**src/rtl/mem_arb_pkg.sv**
```systemverilog
// Shared types and helpers for the two-port memory arbiter.
package mem_arb_pkg;

    typedef enum logic [1:0] {
        IDLE   = 2'd0,
        ACCESS = 2'd1,
        RESP   = 2'd2
    } state_t;

    typedef enum logic {
        REQ_CPU = 1'b0,
        REQ_DMA = 1'b1
    } req_id_t;

    // The top address bit selects the ROM half of the map.
    function automatic logic is_rom(input logic [31:0] addr, input int unsigned addr_w);
        logic [4:0] msb;
        msb = 5'(addr_w - 32'd1);
        return addr[msb];
    endfunction

endpackage

```
**src/rtl/mem_arbiter_if.sv**
```systemverilog
// Requester and memory-side signal bundle of the arbiter.
interface mem_arbiter_if #(
    parameter int ADDR_W = 8,
    parameter int DATA_W = 8
);
    logic              cpu_req;
    logic [ADDR_W-1:0] cpu_addr;
    logic              cpu_we;
    logic [DATA_W-1:0] cpu_wdata;
    logic              cpu_ack;
    logic [DATA_W-1:0] cpu_rdata;
    logic              cpu_err;

    logic              dma_req;
    logic [ADDR_W-1:0] dma_addr;
    logic              dma_we;
    logic [DATA_W-1:0] dma_wdata;
    logic              dma_ack;
    logic [DATA_W-1:0] dma_rdata;
    logic              dma_err;
    logic              dma_lock;

    logic [ADDR_W-1:0] mem_addr;
    logic              mem_we;
    logic [DATA_W-1:0] mem_wdata;
    logic [DATA_W-1:0] mem_rdata;
    logic              busy;

    modport slave (
        input  cpu_req, cpu_addr, cpu_we, cpu_wdata,
        input  dma_req, dma_addr, dma_we, dma_wdata, dma_lock,
        input  mem_rdata,
        output cpu_ack, cpu_rdata, cpu_err,
        output dma_ack, dma_rdata, dma_err,
        output mem_addr, mem_we, mem_wdata, busy
    );

    modport master (
        output cpu_req, cpu_addr, cpu_we, cpu_wdata,
        output dma_req, dma_addr, dma_we, dma_wdata, dma_lock,
        output mem_rdata,
        input  cpu_ack, cpu_rdata, cpu_err,
        input  dma_ack, dma_rdata, dma_err,
        input  mem_addr, mem_we, mem_wdata, busy
    );

endinterface

```
**src/rtl/mem_arb_pick.sv**
```systemverilog
// Two-way round-robin picker; a held DMA lock keeps DMA ahead after a DMA grant.
module mem_arb_pick
    import mem_arb_pkg::*;
(
    input  logic    cpu_req,
    input  logic    dma_req,
    input  logic    dma_lock,
    input  req_id_t last_gnt,
    output logic    valid,
    output req_id_t winner
);

    // Winner selection over the current requests.
    always_comb begin
        valid  = cpu_req | dma_req;
        winner = REQ_CPU;
        if (cpu_req && dma_req) begin
            if (dma_lock && (last_gnt == REQ_DMA)) begin
                winner = REQ_DMA;
            end else if (last_gnt == REQ_CPU) begin
                winner = REQ_DMA;
            end else begin
                winner = REQ_CPU;
            end
        end else if (dma_req) begin
            winner = REQ_DMA;
        end else begin
            winner = REQ_CPU;
        end
    end

endmodule

```
**src/rtl/mem_arbiter.sv**
```systemverilog
// Shares one single-port memory between CPU and DMA through an
// IDLE/ACCESS/RESP sequencer with ROM write protection.
module mem_arbiter
    import mem_arb_pkg::*;
#(
    parameter int ADDR_W      = 8,
    parameter int DATA_W      = 8,
    parameter bit PROTECT_ROM = 1'b1
) (
    input  logic          clk,
    input  logic          rst_n,
    mem_arbiter_if.slave  bus
);

    state_t            state_q,     state_d;
    req_id_t           gnt_q,       gnt_d;
    req_id_t           last_gnt_q,  last_gnt_d;
    logic [ADDR_W-1:0] mem_addr_q,  mem_addr_d;
    logic              mem_we_q,    mem_we_d;
    logic [DATA_W-1:0] mem_wdata_q, mem_wdata_d;
    logic              blocked_q,   blocked_d;
    logic              cpu_ack_q,   cpu_ack_d;
    logic              cpu_err_q,   cpu_err_d;
    logic [DATA_W-1:0] cpu_rdata_q, cpu_rdata_d;
    logic              dma_ack_q,   dma_ack_d;
    logic              dma_err_q,   dma_err_d;
    logic [DATA_W-1:0] dma_rdata_q, dma_rdata_d;
    logic              busy_q,      busy_d;

    logic              pick_valid_s;
    req_id_t           pick_winner_s;
    logic [ADDR_W-1:0] sel_addr_s;
    logic              sel_we_s;
    logic [DATA_W-1:0] sel_wdata_s;
    logic              sel_rom_s;

    mem_arb_pick u_pick (
        .cpu_req  (bus.cpu_req),
        .dma_req  (bus.dma_req),
        .dma_lock (bus.dma_lock),
        .last_gnt (last_gnt_q),
        .valid    (pick_valid_s),
        .winner   (pick_winner_s)
    );

    // Request-field mux for the candidate winner.
    always_comb begin
        if (pick_winner_s == REQ_DMA) begin
            sel_addr_s  = bus.dma_addr;
            sel_we_s    = bus.dma_we;
            sel_wdata_s = bus.dma_wdata;
        end else begin
            sel_addr_s  = bus.cpu_addr;
            sel_we_s    = bus.cpu_we;
            sel_wdata_s = bus.cpu_wdata;
        end
        sel_rom_s = is_rom(32'(sel_addr_s), ADDR_W);
    end

    // Sequencer next-state and response logic.
    always_comb begin
        state_d     = state_q;
        gnt_d       = gnt_q;
        last_gnt_d  = last_gnt_q;
        mem_addr_d  = mem_addr_q;
        mem_we_d    = mem_we_q;
        mem_wdata_d = mem_wdata_q;
        blocked_d   = blocked_q;
        cpu_ack_d   = cpu_ack_q;
        cpu_err_d   = cpu_err_q;
        cpu_rdata_d = cpu_rdata_q;
        dma_ack_d   = dma_ack_q;
        dma_err_d   = dma_err_q;
        dma_rdata_d = dma_rdata_q;
        busy_d      = busy_q;
        case (state_q)
            IDLE: begin
                if (pick_valid_s) begin
                    gnt_d       = pick_winner_s;
                    mem_addr_d  = sel_addr_s;
                    mem_wdata_d = sel_wdata_s;
                    blocked_d   = sel_we_s & PROTECT_ROM & sel_rom_s;
                    mem_we_d    = sel_we_s & ~(PROTECT_ROM & sel_rom_s);
                    busy_d      = 1'b1;
                    state_d     = ACCESS;
                end else begin
                    busy_d      = 1'b0;
                    state_d     = IDLE;
                end
            end
            ACCESS: begin
                // The write commits on this edge, so the strobe drops here.
                mem_we_d   = 1'b0;
                last_gnt_d = gnt_q;
                busy_d     = 1'b1;
                state_d    = RESP;
                if (gnt_q == REQ_DMA) begin
                    dma_rdata_d = bus.mem_rdata;
                    dma_ack_d   = 1'b1;
                    dma_err_d   = blocked_q;
                end else begin
                    cpu_rdata_d = bus.mem_rdata;
                    cpu_ack_d   = 1'b1;
                    cpu_err_d   = blocked_q;
                end
            end
            RESP: begin
                cpu_ack_d = 1'b0;
                cpu_err_d = 1'b0;
                dma_ack_d = 1'b0;
                dma_err_d = 1'b0;
                mem_we_d  = 1'b0;
                busy_d    = 1'b0;
                state_d   = IDLE;
            end
            default: begin
                cpu_ack_d = 1'b0;
                cpu_err_d = 1'b0;
                dma_ack_d = 1'b0;
                dma_err_d = 1'b0;
                mem_we_d  = 1'b0;
                busy_d    = 1'b0;
                state_d   = IDLE;
            end
        endcase
    end

    // State and output registers; reset abandons any in-flight access.
    always_ff @(posedge clk or negedge rst_n) begin
        if (!rst_n) begin
            state_q     <= IDLE;
            gnt_q       <= REQ_CPU;
            last_gnt_q  <= REQ_DMA;
            mem_addr_q  <= '0;
            mem_we_q    <= 1'b0;
            mem_wdata_q <= '0;
            blocked_q   <= 1'b0;
            cpu_ack_q   <= 1'b0;
            cpu_err_q   <= 1'b0;
            cpu_rdata_q <= '0;
            dma_ack_q   <= 1'b0;
            dma_err_q   <= 1'b0;
            dma_rdata_q <= '0;
            busy_q      <= 1'b0;
        end else begin
            state_q     <= state_d;
            gnt_q       <= gnt_d;
            last_gnt_q  <= last_gnt_d;
            mem_addr_q  <= mem_addr_d;
            mem_we_q    <= mem_we_d;
            mem_wdata_q <= mem_wdata_d;
            blocked_q   <= blocked_d;
            cpu_ack_q   <= cpu_ack_d;
            cpu_err_q   <= cpu_err_d;
            cpu_rdata_q <= cpu_rdata_d;
            dma_ack_q   <= dma_ack_d;
            dma_err_q   <= dma_err_d;
            dma_rdata_q <= dma_rdata_d;
            busy_q      <= busy_d;
        end
    end

    assign bus.mem_addr  = mem_addr_q;
    assign bus.mem_we    = mem_we_q;
    assign bus.mem_wdata = mem_wdata_q;
    assign bus.cpu_ack   = cpu_ack_q;
    assign bus.cpu_err   = cpu_err_q;
    assign bus.cpu_rdata = cpu_rdata_q;
    assign bus.dma_ack   = dma_ack_q;
    assign bus.dma_err   = dma_err_q;
    assign bus.dma_rdata = dma_rdata_q;
    assign bus.busy      = busy_q;

endmodule

```
**src/flat_wrapper.sv**
```systemverilog
// flat-port wrapper written by rule: the top's interface ports become plain ports
module mem_arbiter_flat import mem_arb_pkg::*;
#(
    parameter int ADDR_W      = 8,
    parameter int DATA_W      = 8,
    parameter bit PROTECT_ROM = 1'b1
)
  (clk, rst_n, bus_cpu_req, bus_cpu_addr, bus_cpu_we, bus_cpu_wdata, bus_dma_req, bus_dma_addr, bus_dma_we, bus_dma_wdata, bus_dma_lock, bus_mem_rdata, bus_cpu_ack, bus_cpu_rdata, bus_cpu_err, bus_dma_ack, bus_dma_rdata, bus_dma_err, bus_mem_addr, bus_mem_we, bus_mem_wdata, bus_busy);
  mem_arbiter_if #(.ADDR_W(ADDR_W), .DATA_W(DATA_W)) bus_i ();
  input  logic clk;
  input  logic rst_n;
  input wire logic [$bits(bus_i.cpu_req)-1:0] bus_cpu_req;
  input wire logic [$bits(bus_i.cpu_addr)-1:0] bus_cpu_addr;
  input wire logic [$bits(bus_i.cpu_we)-1:0] bus_cpu_we;
  input wire logic [$bits(bus_i.cpu_wdata)-1:0] bus_cpu_wdata;
  input wire logic [$bits(bus_i.dma_req)-1:0] bus_dma_req;
  input wire logic [$bits(bus_i.dma_addr)-1:0] bus_dma_addr;
  input wire logic [$bits(bus_i.dma_we)-1:0] bus_dma_we;
  input wire logic [$bits(bus_i.dma_wdata)-1:0] bus_dma_wdata;
  input wire logic [$bits(bus_i.dma_lock)-1:0] bus_dma_lock;
  input wire logic [$bits(bus_i.mem_rdata)-1:0] bus_mem_rdata;
  output wire logic [$bits(bus_i.cpu_ack)-1:0] bus_cpu_ack;
  output wire logic [$bits(bus_i.cpu_rdata)-1:0] bus_cpu_rdata;
  output wire logic [$bits(bus_i.cpu_err)-1:0] bus_cpu_err;
  output wire logic [$bits(bus_i.dma_ack)-1:0] bus_dma_ack;
  output wire logic [$bits(bus_i.dma_rdata)-1:0] bus_dma_rdata;
  output wire logic [$bits(bus_i.dma_err)-1:0] bus_dma_err;
  output wire logic [$bits(bus_i.mem_addr)-1:0] bus_mem_addr;
  output wire logic [$bits(bus_i.mem_we)-1:0] bus_mem_we;
  output wire logic [$bits(bus_i.mem_wdata)-1:0] bus_mem_wdata;
  output wire logic [$bits(bus_i.busy)-1:0] bus_busy;
  assign bus_i.cpu_req = bus_cpu_req;
  assign bus_i.cpu_addr = bus_cpu_addr;
  assign bus_i.cpu_we = bus_cpu_we;
  assign bus_i.cpu_wdata = bus_cpu_wdata;
  assign bus_i.dma_req = bus_dma_req;
  assign bus_i.dma_addr = bus_dma_addr;
  assign bus_i.dma_we = bus_dma_we;
  assign bus_i.dma_wdata = bus_dma_wdata;
  assign bus_i.dma_lock = bus_dma_lock;
  assign bus_i.mem_rdata = bus_mem_rdata;
  assign bus_cpu_ack = bus_i.cpu_ack;
  assign bus_cpu_rdata = bus_i.cpu_rdata;
  assign bus_cpu_err = bus_i.cpu_err;
  assign bus_dma_ack = bus_i.dma_ack;
  assign bus_dma_rdata = bus_i.dma_rdata;
  assign bus_dma_err = bus_i.dma_err;
  assign bus_mem_addr = bus_i.mem_addr;
  assign bus_mem_we = bus_i.mem_we;
  assign bus_mem_wdata = bus_i.mem_wdata;
  assign bus_busy = bus_i.busy;
  mem_arbiter #(.ADDR_W(ADDR_W), .DATA_W(DATA_W), .PROTECT_ROM(PROTECT_ROM)) u_core (.clk(clk), .rst_n(rst_n), .bus(bus_i));
endmodule
```
**config.mk**
```make
export PLATFORM = sky130hd
export DESIGN_NAME = mem_arbiter_flat
export DESIGN_NICKNAME = d
export VERILOG_FILES = /design/src/rtl/mem_arb_pkg.sv /design/src/rtl/mem_arbiter_if.sv /design/src/rtl/mem_arb_pick.sv /design/src/rtl/mem_arbiter.sv /design/src/flat_wrapper.sv
export SDC_FILE = /design/constraint.sdc
export NUM_CORES = 1
export LEC_CHECK = 0
export ABC_AREA = 1
export BUFFER_PORTS_ARGS = -buffer_cell sky130_fd_sc_hd__buf_4
export CAP_MARGIN = 20
export CORE_MARGIN = 2
export CORE_UTILIZATION = 35
export CTS_CLUSTER_SIZE = 8
export DETAILED_ROUTE_END_ITERATION = 10
export SLEW_MARGIN = 40
export SYNTH_ARGS = -nofsm -noshare
export SYNTH_HDL_FRONTEND = slang
export SYNTH_SLANG_ARGS = --single-unit
```
**constraint.sdc**
```tcl
create_clock -name clk -period 1.25 [get_ports clk]
set_input_delay 0.25 -clock clk [delete_from_list [all_inputs] [get_ports clk]]
set_output_delay 0.25 -clock clk [all_outputs]
set_load 0.05 [all_outputs]
```
==> impl_results.html, run 1 <==
<table>
<tr><th>Metric</th><th>Value</th></tr>
<tr><th colspan="2">Run status</th></tr>
<tr><td>Run status</td><td>finished clean</td></tr>
<tr><th colspan="2">Critical path</th></tr>
<tr><td>Data required time of the critical path</td><td>1.43 ns</td></tr>
<tr><td>Worst EP arrival</td><td>1.41 ns</td></tr>
<tr><td>CP Class</td><td>reg2reg</td></tr>
<tr><td>Kind of start point of the critical path</td><td>flop</td></tr>
<tr><td>Library cell contributing the largest single delay on the critical path</td><td>sky130_fd_sc_hd__dfstp_2</td></tr>
<tr><td>Cell-by-cell trace of the critical path</td><td>nand3_4, buf_12, buf_12, nand3_1, a21oi_1</td></tr>
<tr><td>Most common cell type on the critical path</td><td>sky130_fd_sc_hd__buf_12</td></tr>
<tr><td>Maximum single-stage delay on the critical path</td><td>0.56 ns</td></tr>
<tr><td>Worst Path Max Fanout</td><td>11</td></tr>
<tr><td>Critical Path Sink Type</td><td>flop</td></tr>
<tr><th colspan="2">Yosys</th></tr>
<tr><td>Synth Instances</td><td>199</td></tr>
<tr><td>Post-synthesis average cell area</td><td>9.51 um^2</td></tr>
<tr><td>Post-Synthesis Net Count</td><td>246</td></tr>
<tr><td>Warning count from the yosys run</td><td>0</td></tr>
<tr><td>Distinct cell type count after synthesis</td><td>20</td></tr>
<tr><td>Total of flip-flops plus latches after synthesis</td><td>43</td></tr>
<tr><td>Netlist area before placement</td><td>1890 um^2</td></tr>
<tr><td>Post-synthesis sequential area ratio</td><td>56.9%</td></tr>
<tr><th colspan="2">Power</th></tr>
<tr><td>Internal power consumption</td><td>3.98 mW</td></tr>
<tr><td>Leakage</td><td>1.40 nW</td></tr>
<tr><td>Worst voltage drop across the vdd grid</td><td>1.29 mV</td></tr>
<tr><td>Clock network fraction of design power</td><td>10.4%</td></tr>
<tr><td>Comb pwr share</td><td>59.5%</td></tr>
<tr><td>Areal power density over the cells</td><td>2970 nW/um^2</td></tr>
<tr><td>Overall power of the completed layout</td><td>8.30 mW</td></tr>
<tr><td>Sw power</td><td>4.32 mW</td></tr>
<tr><td>Reg power frac</td><td>30.1%</td></tr>
<tr><td>Switching fraction of total power</td><td>52.0%</td></tr>
<tr><th colspan="2">Worst hold path</th></tr>
<tr><td>Type of the worst min-delay path</td><td>in2reg</td></tr>
<tr><th colspan="2">Placement</th></tr>
<tr><td>Routability cong.</td><td>0.707</td></tr>
<tr><td>Buffers added on ports</td><td>84</td></tr>
<tr><td>Worst setup slack before clock tree synthesis</td><td>0.0174 ns</td></tr>
<tr><td>Detailed placement HPWL</td><td>3250 um</td></tr>
<tr><th colspan="2">Route</th></tr>
<tr><td>Number of design rule violations left after detail routing</td><td>0</td></tr>
<tr><td>Length of the first detailed-routing pass in iterations</td><td>4</td></tr>
<tr><td>Overall routed net length</td><td>4720 um</td></tr>
<tr><td>Violation count after the first detailed-routing iteration</td><td>99</td></tr>
<tr><td>Post-route ant nets</td><td>0</td></tr>
<tr><td>DR vias/cell</td><td>4.70</td></tr>
<tr><td>Overall via count from detail_route</td><td>1698</td></tr>
<tr><td>Drt wl/cell</td><td>13.1 um</td></tr>
<tr><th colspan="2">STA</th></tr>
<tr><td>Final hold viol count</td><td>0</td></tr>
<tr><td>Post-route fraction of the period consumed by the critical path</td><td>98.2%</td></tr>
<tr><td>Post-layout minimum cycle time</td><td>1.23 ns</td></tr>
<tr><td>Hold slack final</td><td>0.212 ns</td></tr>
<tr><td>Setup clock skew after layout</td><td>0.0105 ns</td></tr>
<tr><td>Rel. slew slack</td><td>63.9%</td></tr>
<tr><td>Unrepaired setup endpoints after global routing</td><td>yes</td></tr>
<tr><td>Fin. max-slew vios</td><td>0</td></tr>
<tr><td>Actual slew at the worst max-slew pin</td><td>0.541 ns</td></tr>
<tr><td>Setup slack of the critical path after layout</td><td>0.0225 ns</td></tr>
<tr><td>Highest clock frequency the design can meet</td><td>815 MHz</td></tr>
<tr><td>Setup-failing EPs final</td><td>0</td></tr>
<tr><th colspan="2">Finish</th></tr>
<tr><td>Share of final-layout standard cells stronger than drive strength 1</td><td>45.7%</td></tr>
<tr><td>Syn-to-layout area delta</td><td>47.9%</td></tr>
<tr><td>Number of nets in the finished design</td><td>337</td></tr>
<tr><td>Final antenna diode count</td><td>0</td></tr>
<tr><th colspan="2">Floorplan</th></tr>
<tr><td>Number of cell rows</td><td>26</td></tr>
<tr><td>Io pins</td><td>85</td></tr>
<tr><td>Initial cell density of the core</td><td>36.6%</td></tr>
<tr><td>DIE HEIGHT</td><td>77.5 um</td></tr>
<tr><td>Overall die width</td><td>77.5 um</td></tr>
<tr><td>Core Footprint</td><td>5170 um^2</td></tr>
<tr><td>Overall die area</td><td>6010 um^2</td></tr>
<tr><th colspan="2">Clocking</th></tr>
<tr><td>TritonCTS clock tree</td><td>done</td></tr>
<tr><td>Clock Sinks</td><td>43</td></tr>
<tr><td>Clock insertion delay at the later pin of the skew report</td><td>0.29 ns</td></tr>
<tr><td>Total clock buffers created by CTS</td><td>5</td></tr>
<tr><td>Cell chosen for the clock root</td><td>sky130_fd_sc_hd__clkbuf_8</td></tr>
<tr><td>Clock transition at path regs</td><td>0.09 ns</td></tr>
<tr><td>Buffer depth of the longest clock path</td><td>2</td></tr>
<tr><td>Number of levels the H-tree was split into</td><td>2</td></tr>
<tr><th colspan="2">Global routing</th></tr>
<tr><td>Pin count of the biggest net entering global routing</td><td>44</td></tr>
<tr><td>GRT Resource Usage Total</td><td>15.6%</td></tr>
<tr><td>Number of global-route vias before repair</td><td>1628</td></tr>
<tr><td>Initial antenna violation count</td><td>0</td></tr>
<tr><td>Total global routing overflow</td><td>0</td></tr>
<tr><td>First-pass GRT wire length</td><td>7460 um</td></tr>
<tr><th colspan="2">Flow run</th></tr>
<tr><td>Max-cap violations</td><td>0</td></tr>
</table>
[worst paths after layout]
| path | cells after the start | slack, ns | to | from |
|---|---|---|---|---|
| worst min-delay path | 3 | 0.21 | u_core.bus.mem_wdata[5]$_DFFE_PN0P_ | bus_dma_wdata[5] |
| max in group asynchronous | 2 | 0.38 | u_core.last_gnt_q$_DFFE_PN1P_ | rst_n |
| worst min register to register | 2 | 0.49 | u_core.bus.cpu_rdata[3]$_DFFE_PN0P_ | u_core.bus.cpu_rdata[3]$_DFFE_PN0P_ |
| min in group asynchronous | 2 | 0.49 | u_core.bus.busy$_DFF_PN0_ | rst_n |
| worst max-delay path | 5 | 0.02 | u_core.bus.mem_wdata[4]$_DFFE_PN0P_ | u_core.last_gnt_q$_DFFE_PN1P_ |
| worst max register to register | 5 | 0.02 | u_core.bus.mem_wdata[4]$_DFFE_PN0P_ | u_core.last_gnt_q$_DFFE_PN1P_ |
[cell usage after synthesis]
cell | n | share of area, %
sky130_fd_sc_hd__a21oi_1 | 30 | 7.9
sky130_fd_sc_hd__a21oi_2 | 1 | 0.46
sky130_fd_sc_hd__buf_2 | 2 | 0.53
sky130_fd_sc_hd__buf_4 | 2 | 0.79
sky130_fd_sc_hd__buf_6 | 4 | 2.4
sky130_fd_sc_hd__buf_8 | 1 | 0.79
sky130_fd_sc_hd__dfrtp_1 | 42 | 56
sky130_fd_sc_hd__dfstp_2 | 1 | 1.4
sky130_fd_sc_hd__inv_1 | 14 | 2.8
sky130_fd_sc_hd__inv_2 | 3 | 0.60
sky130_fd_sc_hd__nand2_1 | 34 | 6.7
sky130_fd_sc_hd__nand2_2 | 1 | 0.33
sky130_fd_sc_hd__nand2_4 | 2 | 1.2
sky130_fd_sc_hd__nand3_1 | 21 | 5.6
sky130_fd_sc_hd__nand3_4 | 1 | 0.93
sky130_fd_sc_hd__nor2_1 | 16 | 3.2
sky130_fd_sc_hd__nor2_4 | 2 | 1.2
sky130_fd_sc_hd__o21ai_0 | 12 | 3.2
sky130_fd_sc_hd__o21ai_2 | 9 | 4.2
sky130_fd_sc_hd__o22ai_1 | 1 | 0.33
[layout make-up]
class / instances / area (um^2)
Sequential cell: 43 / 1080
Timing Repair Buffer: 93 / 729
Fill cell: 490 / 2370
Multi-Input combinational cell: 130 / 747
Tap cell: 70 / 87.6
Clock buffer: 6 / 72.6
Inverter: 17 / 71.3
Clock inverter: 2 / 12.5
[placed cells by master, fill, tap and decap left out, types with 2 or more instances in the layout]
master,n
sky130_fd_sc_hd__inv_1,14
sky130_fd_sc_hd__inv_4,3
sky130_fd_sc_hd__a21oi_1,25
sky130_fd_sc_hd__nor2_4,2
sky130_fd_sc_hd__nand2_1,34
sky130_fd_sc_hd__o21ai_2,9
sky130_fd_sc_hd__nor2_1,16
sky130_fd_sc_hd__o21ai_0,10
sky130_fd_sc_hd__nand3_1,12
sky130_fd_sc_hd__buf_12,2
sky130_fd_sc_hd__nand3_2,9
sky130_fd_sc_hd__dfrtp_1,42
sky130_fd_sc_hd__clkbuf_8,5
sky130_fd_sc_hd__nand2_8,2
sky130_fd_sc_hd__buf_4,89
sky130_fd_sc_hd__o21ai_1,2
sky130_fd_sc_hd__a21oi_2,6
[cells by family after synthesis]
family,after synthesis,synth area share (%)
DFF,43,56.9
and+or+nand+nor,77,19.1
buffers and inverters,26,7.87
AOI/OAI and AO/OA,53,16.1
[power groups by stage]
stage	Clock, mW	Combinational [mW]	Sequential, mW
after floorplan	0	1.36	4.52
after global placement	0	4.76	2.52
after detailed placement	0	4.82	2.50
after CTS	0.895	4.82	2.49
after global routing	0.943	5.28	2.60
final	0.863	4.94	2.50
[through the flow]
step                      cell area [um^2]  setup TNS (ns)  utilization [%]  instances
after floorplan                       1890               0                -        199
after global placement                2580               0             49.9        350
after detailed placement              2580               0             49.9        350
after CTS                             2680               0             51.8        359
after global routing                  2800          -0.109             54.1        361
final                                 2800               0             54.1        361
[metal layers]
layer | part of all wire [%] | wire, um | up-vias | GRT usage (%)
met4 | 1.2 | 55 | 0 | 6.25
met2 | 45 | 2110 | 72 | 24.1
met1 | 46 | 2170 | 778 | 20.2
met3 | 8.2 | 386 | 5 | 5.00
met5 | 0 | 0 | - | 0
li1 | - | - | 843 | -
[critical path: cells and delay by family, from the launching register on]
family | cells | cell delay, ns
compound gates | 1 | 0.07
buf+inv | 2 | 0.30
flops | 1 | 0.56
simple gates | 2 | 0.19
[repair_timing]
action                     4_1_cts  5_1_grt
buffers inserted                 0        2
gates resized for setup          0       24
hold endpoints to repair        42        0
hold buffers                     1        0
setup endpoints to repair        0       29
[state kept, by name, indices dropped and copies added, names as in the netlist]
register and count:
u_core.bus.cpu_rdata 8, u_core.bus.dma_rdata 8, u_core.bus.mem_addr 8, u_core.bus.mem_wdata 8, u_core.state_q 2, u_core.blocked_q 1
u_core.bus.busy 1, u_core.bus.cpu_ack 1, u_core.bus.cpu_err 1, u_core.bus.dma_ack 1, u_core.bus.dma_err 1, u_core.bus.mem_we 1
u_core.gnt_q 1, u_core.last_gnt_q 1
No activity file was read; power rests on OpenSTA's default activity.
==> run 2, diff against run 1 <==
- REMOVE_ABC_BUFFERS: unset -> 1
- SKIP_CTS_REPAIR_TIMING: unset -> 1
==> run 2 against run 1 <==
First-iteration DRC count down 31%. Non-clock buffer count down 3. Largest cell class unchanged. Setup slack better by 0.041 ns. Critical endpoint is now u_core.bus.mem_addr[2]$_DFFE_PN0P_. Clock-buffer cell count down 1. Clock skew down 0.0037 ns.
==> impl_results.html, run 2 (same netlist as run 1, synthesis figures left out) <==
<table>
<tr><th>Metric</th><th>Value</th></tr>
<tr><th colspan="2">Floorplan</th></tr>
<tr><td>Overall die width</td><td>77.5 um</td></tr>
<tr><td>DIE HEIGHT</td><td>77.5 um</td></tr>
<tr><td>Number of cell rows</td><td>26</td></tr>
<tr><td>Io pins</td><td>85</td></tr>
<tr><td>Core Footprint</td><td>5170 um^2</td></tr>
<tr><td>Initial cell density of the core</td><td>36.6%</td></tr>
<tr><td>Overall die area</td><td>6010 um^2</td></tr>
<tr><th colspan="2">STA</th></tr>
<tr><td>Setup clock skew after layout</td><td>0.00687 ns</td></tr>
<tr><td>Rel. slew slack</td><td>64.2%</td></tr>
<tr><td>Actual slew at the worst max-slew pin</td><td>0.537 ns</td></tr>
<tr><td>Post-layout minimum cycle time</td><td>1.19 ns</td></tr>
<tr><td>Setup slack of the critical path after layout</td><td>0.0635 ns</td></tr>
<tr><td>Highest clock frequency the design can meet</td><td>843 MHz</td></tr>
<tr><td>Fin. max-slew vios</td><td>0</td></tr>
<tr><td>Hold slack final</td><td>0.220 ns</td></tr>
<tr><td>Unrepaired setup endpoints after global routing</td><td>yes</td></tr>
<tr><td>Final hold viol count</td><td>0</td></tr>
<tr><td>Setup-failing EPs final</td><td>0</td></tr>
<tr><td>Post-route fraction of the period consumed by the critical path</td><td>94.9%</td></tr>
<tr><th colspan="2">Route</th></tr>
<tr><td>DR vias/cell</td><td>4.66</td></tr>
<tr><td>Overall via count from detail_route</td><td>1668</td></tr>
<tr><td>Overall routed net length</td><td>4560 um</td></tr>
<tr><td>Length of the first detailed-routing pass in iterations</td><td>4</td></tr>
<tr><td>Number of design rule violations left after detail routing</td><td>0</td></tr>
<tr><td>Drt wl/cell</td><td>12.7 um</td></tr>
<tr><td>Violation count after the first detailed-routing iteration</td><td>68</td></tr>
<tr><td>Post-route ant nets</td><td>0</td></tr>
<tr><th colspan="2">Placement</th></tr>
<tr><td>Detailed placement HPWL</td><td>3170 um</td></tr>
<tr><td>Worst setup slack before clock tree synthesis</td><td>0.0557 ns</td></tr>
<tr><td>Area of placed instances</td><td>2560 um^2</td></tr>
<tr><td>Buffers added on ports</td><td>84</td></tr>
<tr><td>Routability cong.</td><td>0.675</td></tr>
<tr><th colspan="2">Clocking</th></tr>
<tr><td>Total clock buffers created by CTS</td><td>5</td></tr>
<tr><td>Clock Sinks</td><td>43</td></tr>
<tr><td>Clock transition at path regs</td><td>0.08 ns</td></tr>
<tr><td>TritonCTS clock tree</td><td>done</td></tr>
<tr><td>Buffer depth of the longest clock path</td><td>2</td></tr>
<tr><td>Cell chosen for the clock root</td><td>sky130_fd_sc_hd__clkbuf_8</td></tr>
<tr><td>Clock insertion delay at the later pin of the skew report</td><td>0.30 ns</td></tr>
<tr><td>Number of levels the H-tree was split into</td><td>2</td></tr>
<tr><th colspan="2">Critical path</th></tr>
<tr><td>Critical Path Sink Type</td><td>flop</td></tr>
<tr><td>Kind of start point of the critical path</td><td>flop</td></tr>
<tr><td>Reg2reg end</td><td>u_core.bus.mem_addr[2]$_DFFE_PN0P_</td></tr>
<tr><td>Worst r2r path cells</td><td>4</td></tr>
<tr><td>Startpoint of the most critical setup path</td><td>u_core.last_gnt_q$_DFFE_PN1P_</td></tr>
<tr><td>Register-to-register path setup slack</td><td>0.06 ns</td></tr>
<tr><td>CP Class</td><td>reg2reg</td></tr>
<tr><td>Endpoint of the most critical setup path</td><td>u_core.bus.mem_addr[2]$_DFFE_PN0P_</td></tr>
<tr><td>Data required time of the critical path</td><td>1.43 ns</td></tr>
<tr><td>Worst EP arrival</td><td>1.37 ns</td></tr>
<tr><td>Launching point of the worst reg2reg path</td><td>u_core.last_gnt_q$_DFFE_PN1P_</td></tr>
<tr><td>Worst Path Max Fanout</td><td>15</td></tr>
<tr><th colspan="2">Global routing</th></tr>
<tr><td>Total global routing overflow</td><td>0</td></tr>
<tr><td>Pin count of the biggest net entering global routing</td><td>44</td></tr>
<tr><td>First-pass GRT wire length</td><td>7290 um</td></tr>
<tr><td>Number of global-route vias before repair</td><td>1544</td></tr>
<tr><td>GRT Resource Usage Total</td><td>15.4%</td></tr>
<tr><td>Initial antenna violation count</td><td>0</td></tr>
<tr><th colspan="2">Finish</th></tr>
<tr><td>Share of final-layout standard cells stronger than drive strength 1</td><td>41.3%</td></tr>
<tr><td>Final antenna diode count</td><td>0</td></tr>
<tr><td>Fin area</td><td>2690 um^2</td></tr>
<tr><td>Commonest cells after routing, fill and taps aside</td><td>sky130_fd_sc_hd__buf_4 (89), sky130_fd_sc_hd__dfrtp_1 (42), sky130_fd_sc_hd__nand2_1 (33)</td></tr>
<tr><td>Post-Route Utilization</td><td>52.1%</td></tr>
<tr><td>Syn-to-layout area delta</td><td>42.3%</td></tr>
<tr><td>Leading cell type in the layout, fill and taps excluded</td><td>sky130_fd_sc_hd__buf_4</td></tr>
<tr><td>Number of nets in the finished design</td><td>334</td></tr>
<tr><th colspan="2">Power</th></tr>
<tr><td>Worst voltage drop across the vdd grid</td><td>1.10 mV</td></tr>
<tr><td>Comb pwr share</td><td>59.0%</td></tr>
<tr><td>Switching fraction of total power</td><td>52.3%</td></tr>
<tr><td>Areal power density over the cells</td><td>3050 nW/um^2</td></tr>
<tr><td>Reg power frac</td><td>30.6%</td></tr>
<tr><td>Clock network fraction of design power</td><td>10.4%</td></tr>
<tr><td>Internal power consumption</td><td>3.92 mW</td></tr>
<tr><td>Sw power</td><td>4.29 mW</td></tr>
<tr><td>Leakage</td><td>1.36 nW</td></tr>
<tr><th colspan="2">Worst hold path</th></tr>
<tr><td>Startpoint of the worst hold path</td><td>bus_dma_wdata[7]</td></tr>
<tr><td>Type of the worst min-delay path</td><td>in2reg</td></tr>
<tr><th colspan="2">Flow run</th></tr>
<tr><td>Max-cap violations</td><td>0</td></tr>
<tr><th colspan="2">Run status</th></tr>
<tr><td>Run status</td><td>finished clean</td></tr>
</table>
## run 2: changes by cell type in the layout (fill, tap and decap cells not counted), sizes merged
cell | before | now
buf | 92 | 89
clkinvlp | 1 | 0
clkinv | 1 | 3
clkbuf | 6 | 5
## run 2: final cells by class
class,instances,area (um^2)
fillers,501,2480
flip-flops and latches,43,1080
multi-input cells,130,694
repair buffers,90,678
well taps,70,87.6
inverters,17,71.3
clock buffers,5,68.8
clock inverters,3,15.0
## run 2: worst min path at each step
stage	to	slack [ns]	cells past startpoint
after floorplan	u_core.blocked_q$_DFFE_PN0P_	-0.05	0
after global placement	u_core.bus.dma_rdata[4]$_DFFE_PN0P_	0.28	1
after detailed placement	u_core.bus.dma_rdata[4]$_DFFE_PN0P_	0.28	1
after CTS	u_core.bus.dma_rdata[4]$_DFFE_PN0P_	-0.05	1
after global routing	u_core.bus.mem_addr[1]$_DFFE_PN0P_	0.21	3
final	u_core.bus.mem_wdata[7]$_DFFE_PN0P_	0.22	3
## run 2: through the flow
step                      power, mW  setup TNS [ns]  cells
after CTS                      8.20               0    357
after detailed placement       7.31               0    349
after global routing           8.71         -0.0203    358
final                          8.21               0    358
after global placement         7.27               0    349
after floorplan                5.73          -0.799    190
## run 2: metal layers
layer	GRT usage, %	wire length, um
met5	0	0
met1	20.7	2050
met2	22.5	1950
met4	5.36	61
met3	6.16	498
## run 2: power by group through the flow
| stage | registers (mW) | clock network (mW) | logic, mW |
|---|---|---|---|
| after floorplan | 4.52 | 0 | 1.21 |
| after global placement | 2.51 | 0 | 4.76 |
| after detailed placement | 2.49 | 0 | 4.81 |
| after CTS | 2.49 | 0.895 | 4.81 |
| after global routing | 2.60 | 0.951 | 5.16 |
| final | 2.51 | 0.853 | 4.85 |
## run 2: critical path, cell delays in order (launching register included)
cell	delay [ns]
sky130_fd_sc_hd__dfstp_2	0.57
sky130_fd_sc_hd__nand3_4	0.12
sky130_fd_sc_hd__buf_4	0.22
sky130_fd_sc_hd__nand3_1	0.09
sky130_fd_sc_hd__a21oi_1	0.07
==> run 3, diff against run 2 <==
- CTS_CLUSTER_DIAMETER: unset -> 200
- clock period: 1.25 -> 1.22 ns (I/O delays scaled with it)
==> run 3 against run 2 <==
Sequential cell count unchanged. Non-clock buffer count unchanged. Design area up 1.7%. Combinational power up 4%. Sequential share of layout area down 0.68 points. Register-to-register slack worse by 0.03 ns. Core utilization up 0.89 points. Hold slack worse by 0.0025 ns. Via count down 0.24%. Largest cell class unchanged.
==> impl_results.html, run 3 (same netlist as run 1, synthesis figures left out) <==
<table>
<tr><th>Metric</th><th>Value</th></tr>
<tr><th colspan="2">Clocking</th></tr>
<tr><td>Clock Sinks</td><td>43</td></tr>
<tr><td>TritonCTS clock tree</td><td>done</td></tr>
<tr><td>Cell chosen for the clock root</td><td>sky130_fd_sc_hd__clkbuf_8</td></tr>
<tr><td>Number of levels the H-tree was split into</td><td>2</td></tr>
<tr><td>Clock transition at path regs</td><td>0.08 ns</td></tr>
<tr><td>Buffer depth of the longest clock path</td><td>2</td></tr>
<tr><td>Total clock buffers created by CTS</td><td>5</td></tr>
<tr><td>Clock insertion delay at the later pin of the skew report</td><td>0.29 ns</td></tr>
<tr><th colspan="2">STA</th></tr>
<tr><td>Actual slew at the worst max-slew pin</td><td>0.537 ns</td></tr>
<tr><td>Setup clock skew after layout</td><td>0.00313 ns</td></tr>
<tr><td>Post-route fraction of the period consumed by the critical path</td><td>97.4%</td></tr>
<tr><td>Setup-failing EPs final</td><td>0</td></tr>
<tr><td>Unrepaired setup endpoints after global routing</td><td>yes</td></tr>
<tr><td>Rel. slew slack</td><td>64.2%</td></tr>
<tr><td>Post-layout minimum cycle time</td><td>1.19 ns</td></tr>
<tr><td>Final hold viol count</td><td>0</td></tr>
<tr><td>Highest clock frequency the design can meet</td><td>842 MHz</td></tr>
<tr><td>Fin. max-slew vios</td><td>0</td></tr>
<tr><td>Aggregate negative setup slack</td><td>0 ns</td></tr>
<tr><th colspan="2">Global routing</th></tr>
<tr><td>First-pass GRT wire length</td><td>7420 um</td></tr>
<tr><td>Initial antenna violation count</td><td>0</td></tr>
<tr><td>GRT Resource Usage Total</td><td>15.5%</td></tr>
<tr><td>Number of global-route vias before repair</td><td>1553</td></tr>
<tr><td>Pin count of the biggest net entering global routing</td><td>44</td></tr>
<tr><td>Total global routing overflow</td><td>0</td></tr>
<tr><th colspan="2">Critical path</th></tr>
<tr><td>Library cell contributing the largest single delay on the critical path</td><td>sky130_fd_sc_hd__dfstp_2</td></tr>
<tr><td>Worst path buffer plus inverter count</td><td>0</td></tr>
<tr><td>Cell-by-cell trace of the critical path</td><td>nand3_4, nand2_4, a21oi_1, a21oi_1</td></tr>
<tr><td>Cell depth of the worst setup path</td><td>4</td></tr>
<tr><td>Kind of start point of the critical path</td><td>flop</td></tr>
<tr><td>Worst EP arrival</td><td>1.41 ns</td></tr>
<tr><td>Worst Path Max Fanout</td><td>9</td></tr>
<tr><td>Most common cell type on the critical path</td><td>sky130_fd_sc_hd__a21oi_1</td></tr>
<tr><td>Worst r2r path cells</td><td>4</td></tr>
<tr><td>CP Class</td><td>reg2reg</td></tr>
<tr><td>Critical Path Sink Type</td><td>flop</td></tr>
<tr><td>Top delay family on crit path</td><td>flip-flops</td></tr>
<tr><td>Maximum single-stage delay on the critical path</td><td>0.55 ns</td></tr>
<tr><td>Data required time of the critical path</td><td>1.44 ns</td></tr>
<tr><th colspan="2">Run status</th></tr>
<tr><td>Run status</td><td>finished clean</td></tr>
<tr><th colspan="2">Finish</th></tr>
<tr><td>Syn-to-layout area delta</td><td>44.8%</td></tr>
<tr><td>Leading cell type in the layout, fill and taps excluded</td><td>sky130_fd_sc_hd__buf_4</td></tr>
<tr><td>Post-Route Utilization</td><td>53.0%</td></tr>
<tr><td>Commonest cells after routing, fill and taps aside</td><td>sky130_fd_sc_hd__buf_4 (87), sky130_fd_sc_hd__dfrtp_1 (42), sky130_fd_sc_hd__nand2_1 (30)</td></tr>
<tr><td>Final antenna diode count</td><td>0</td></tr>
<tr><td>Number of nets in the finished design</td><td>336</td></tr>
<tr><td>Layout fillers</td><td>514</td></tr>
<tr><td>Share of final-layout standard cells stronger than drive strength 1</td><td>43.8%</td></tr>
<tr><th colspan="2">Route</th></tr>
<tr><td>DR vias/cell</td><td>4.62</td></tr>
<tr><td>Number of design rule violations left after detail routing</td><td>0</td></tr>
<tr><td>Length of the first detailed-routing pass in iterations</td><td>4</td></tr>
<tr><td>Violation count after the first detailed-routing iteration</td><td>64</td></tr>
<tr><td>Drt wl/cell</td><td>13.0 um</td></tr>
<tr><td>Overall routed net length</td><td>4670 um</td></tr>
<tr><td>Overall via count from detail_route</td><td>1664</td></tr>
<tr><td>Post-route ant nets</td><td>0</td></tr>
<tr><th colspan="2">Power</th></tr>
<tr><td>Leakage</td><td>1.38 nW</td></tr>
<tr><td>Worst voltage drop across the vdd grid</td><td>1.38 mV</td></tr>
<tr><td>Areal power density over the cells</td><td>3090 nW/um^2</td></tr>
<tr><th colspan="2">Placement</th></tr>
<tr><td>Routability cong.</td><td>0.674</td></tr>
<tr><td>Detailed placement HPWL</td><td>3200 um</td></tr>
<tr><td>Buffers added on ports</td><td>84</td></tr>
<tr><th colspan="2">Floorplan</th></tr>
<tr><td>Io pins</td><td>85</td></tr>
<tr><td>Core Footprint</td><td>5170 um^2</td></tr>
<tr><td>Overall die width</td><td>77.5 um</td></tr>
<tr><td>Initial cell density of the core</td><td>36.6%</td></tr>
<tr><td>Number of cell rows</td><td>26</td></tr>
<tr><td>Overall die area</td><td>6010 um^2</td></tr>
<tr><td>DIE HEIGHT</td><td>77.5 um</td></tr>
<tr><th colspan="2">Worst hold path</th></tr>
<tr><td>Type of the worst min-delay path</td><td>in2reg</td></tr>
<tr><td>Hold Path Cell Cnt</td><td>3</td></tr>
<tr><th colspan="2">Flow run</th></tr>
<tr><td>Max-cap violations</td><td>0</td></tr>
</table>
-- run 3: cell count changes in the layout (fill, tap and decap cells not counted), sizes merged --
cell / previous run / this run
nand2: 37 / 39
-- run 3: worst paths after layout --
| check | slack, ns | endpoint | from |
|---|---|---|---|
| worst max-delay path | 0.03 | u_core.bus.mem_wdata[4]$_DFFE_PN0P_ | u_core.last_gnt_q$_DFFE_PN1P_ |
| worst max register to register | 0.03 | u_core.bus.mem_wdata[4]$_DFFE_PN0P_ | u_core.last_gnt_q$_DFFE_PN1P_ |
| max in group asynchronous | 0.36 | u_core.last_gnt_q$_DFFE_PN1P_ | rst_n |
| worst min-delay path | 0.22 | u_core.bus.mem_addr[1]$_DFFE_PN0P_ | bus_dma_addr[1] |
| worst min register to register | 0.49 | u_core.bus.dma_rdata[6]$_DFFE_PN0P_ | u_core.bus.dma_rdata[6]$_DFFE_PN0P_ |
| min in group asynchronous | 0.48 | u_core.bus.dma_ack$_DFFE_PN0P_ | rst_n |
-- run 3: per-stage QoR --
| step | hold WS [ns] | instance area (um^2) | instances | setup WS (ns) | total power, mW |
|---|---|---|---|---|---|
| 4_1_cts | -0.0551 | 2650 | 357 | 0.00957 | 8.39 |
| 3_3_place_gp | 0.276 | 2560 | 349 | 0.0434 | 7.45 |
| 3_5_place_dp | 0.272 | 2560 | 349 | 0.0264 | 7.49 |
| 2_1_floorplan | -0.0516 | 1810 | 190 | -0.0733 | 5.87 |
| 5_1_grt | 0.209 | 2740 | 360 | -0.0322 | 8.99 |
| 6_report | 0.217 | 2740 | 360 | 0.0321 | 8.47 |
-- run 3: report_power, final --
group          total [mW]  switching, mW  internal (mW)
combinational        5.02           3.50           1.52
sequential           2.58          0.449           2.13
clock               0.868          0.476          0.392
-- run 3: worst min-delay path, delay by kind of cell --
kind            cells  cell delay (ns)
compound gates      1             0.06
simple gates        1             0.07
buf+inv             1             0.11
-- run 3: routing by layer --
| layer | share of wire (%) | vias to the layer above | wire, um | global-route usage, % |
|---|---|---|---|---|
| met5 | 0 | - | 0 | 0 |
| met4 | 1.2 | 0 | 56 | 4.82 |
| met3 | 11 | 5 | 505 | 6.16 |
| met2 | 45 | 87 | 2080 | 23.8 |
| met1 | 43 | 740 | 2030 | 20.0 |
| li1 | - | 832 | - | - |
-- run 3: cell type report --
| type | instances | area (um^2) | share of cell area (%) |
|---|---|---|---|
| Multi-Input combinational cell | 132 | 733 | 26.8 |
| Clock inverter | 3 | 15.0 | 0.548 |
| Inverter | 17 | 71.3 | 2.60 |
| Timing Repair Buffer | 90 | 686 | 25.0 |
| Sequential cell | 43 | 1080 | 39.3 |
| Tap cell | 70 | 87.6 | 3.20 |
| Clock buffer | 5 | 68.8 | 2.51 |
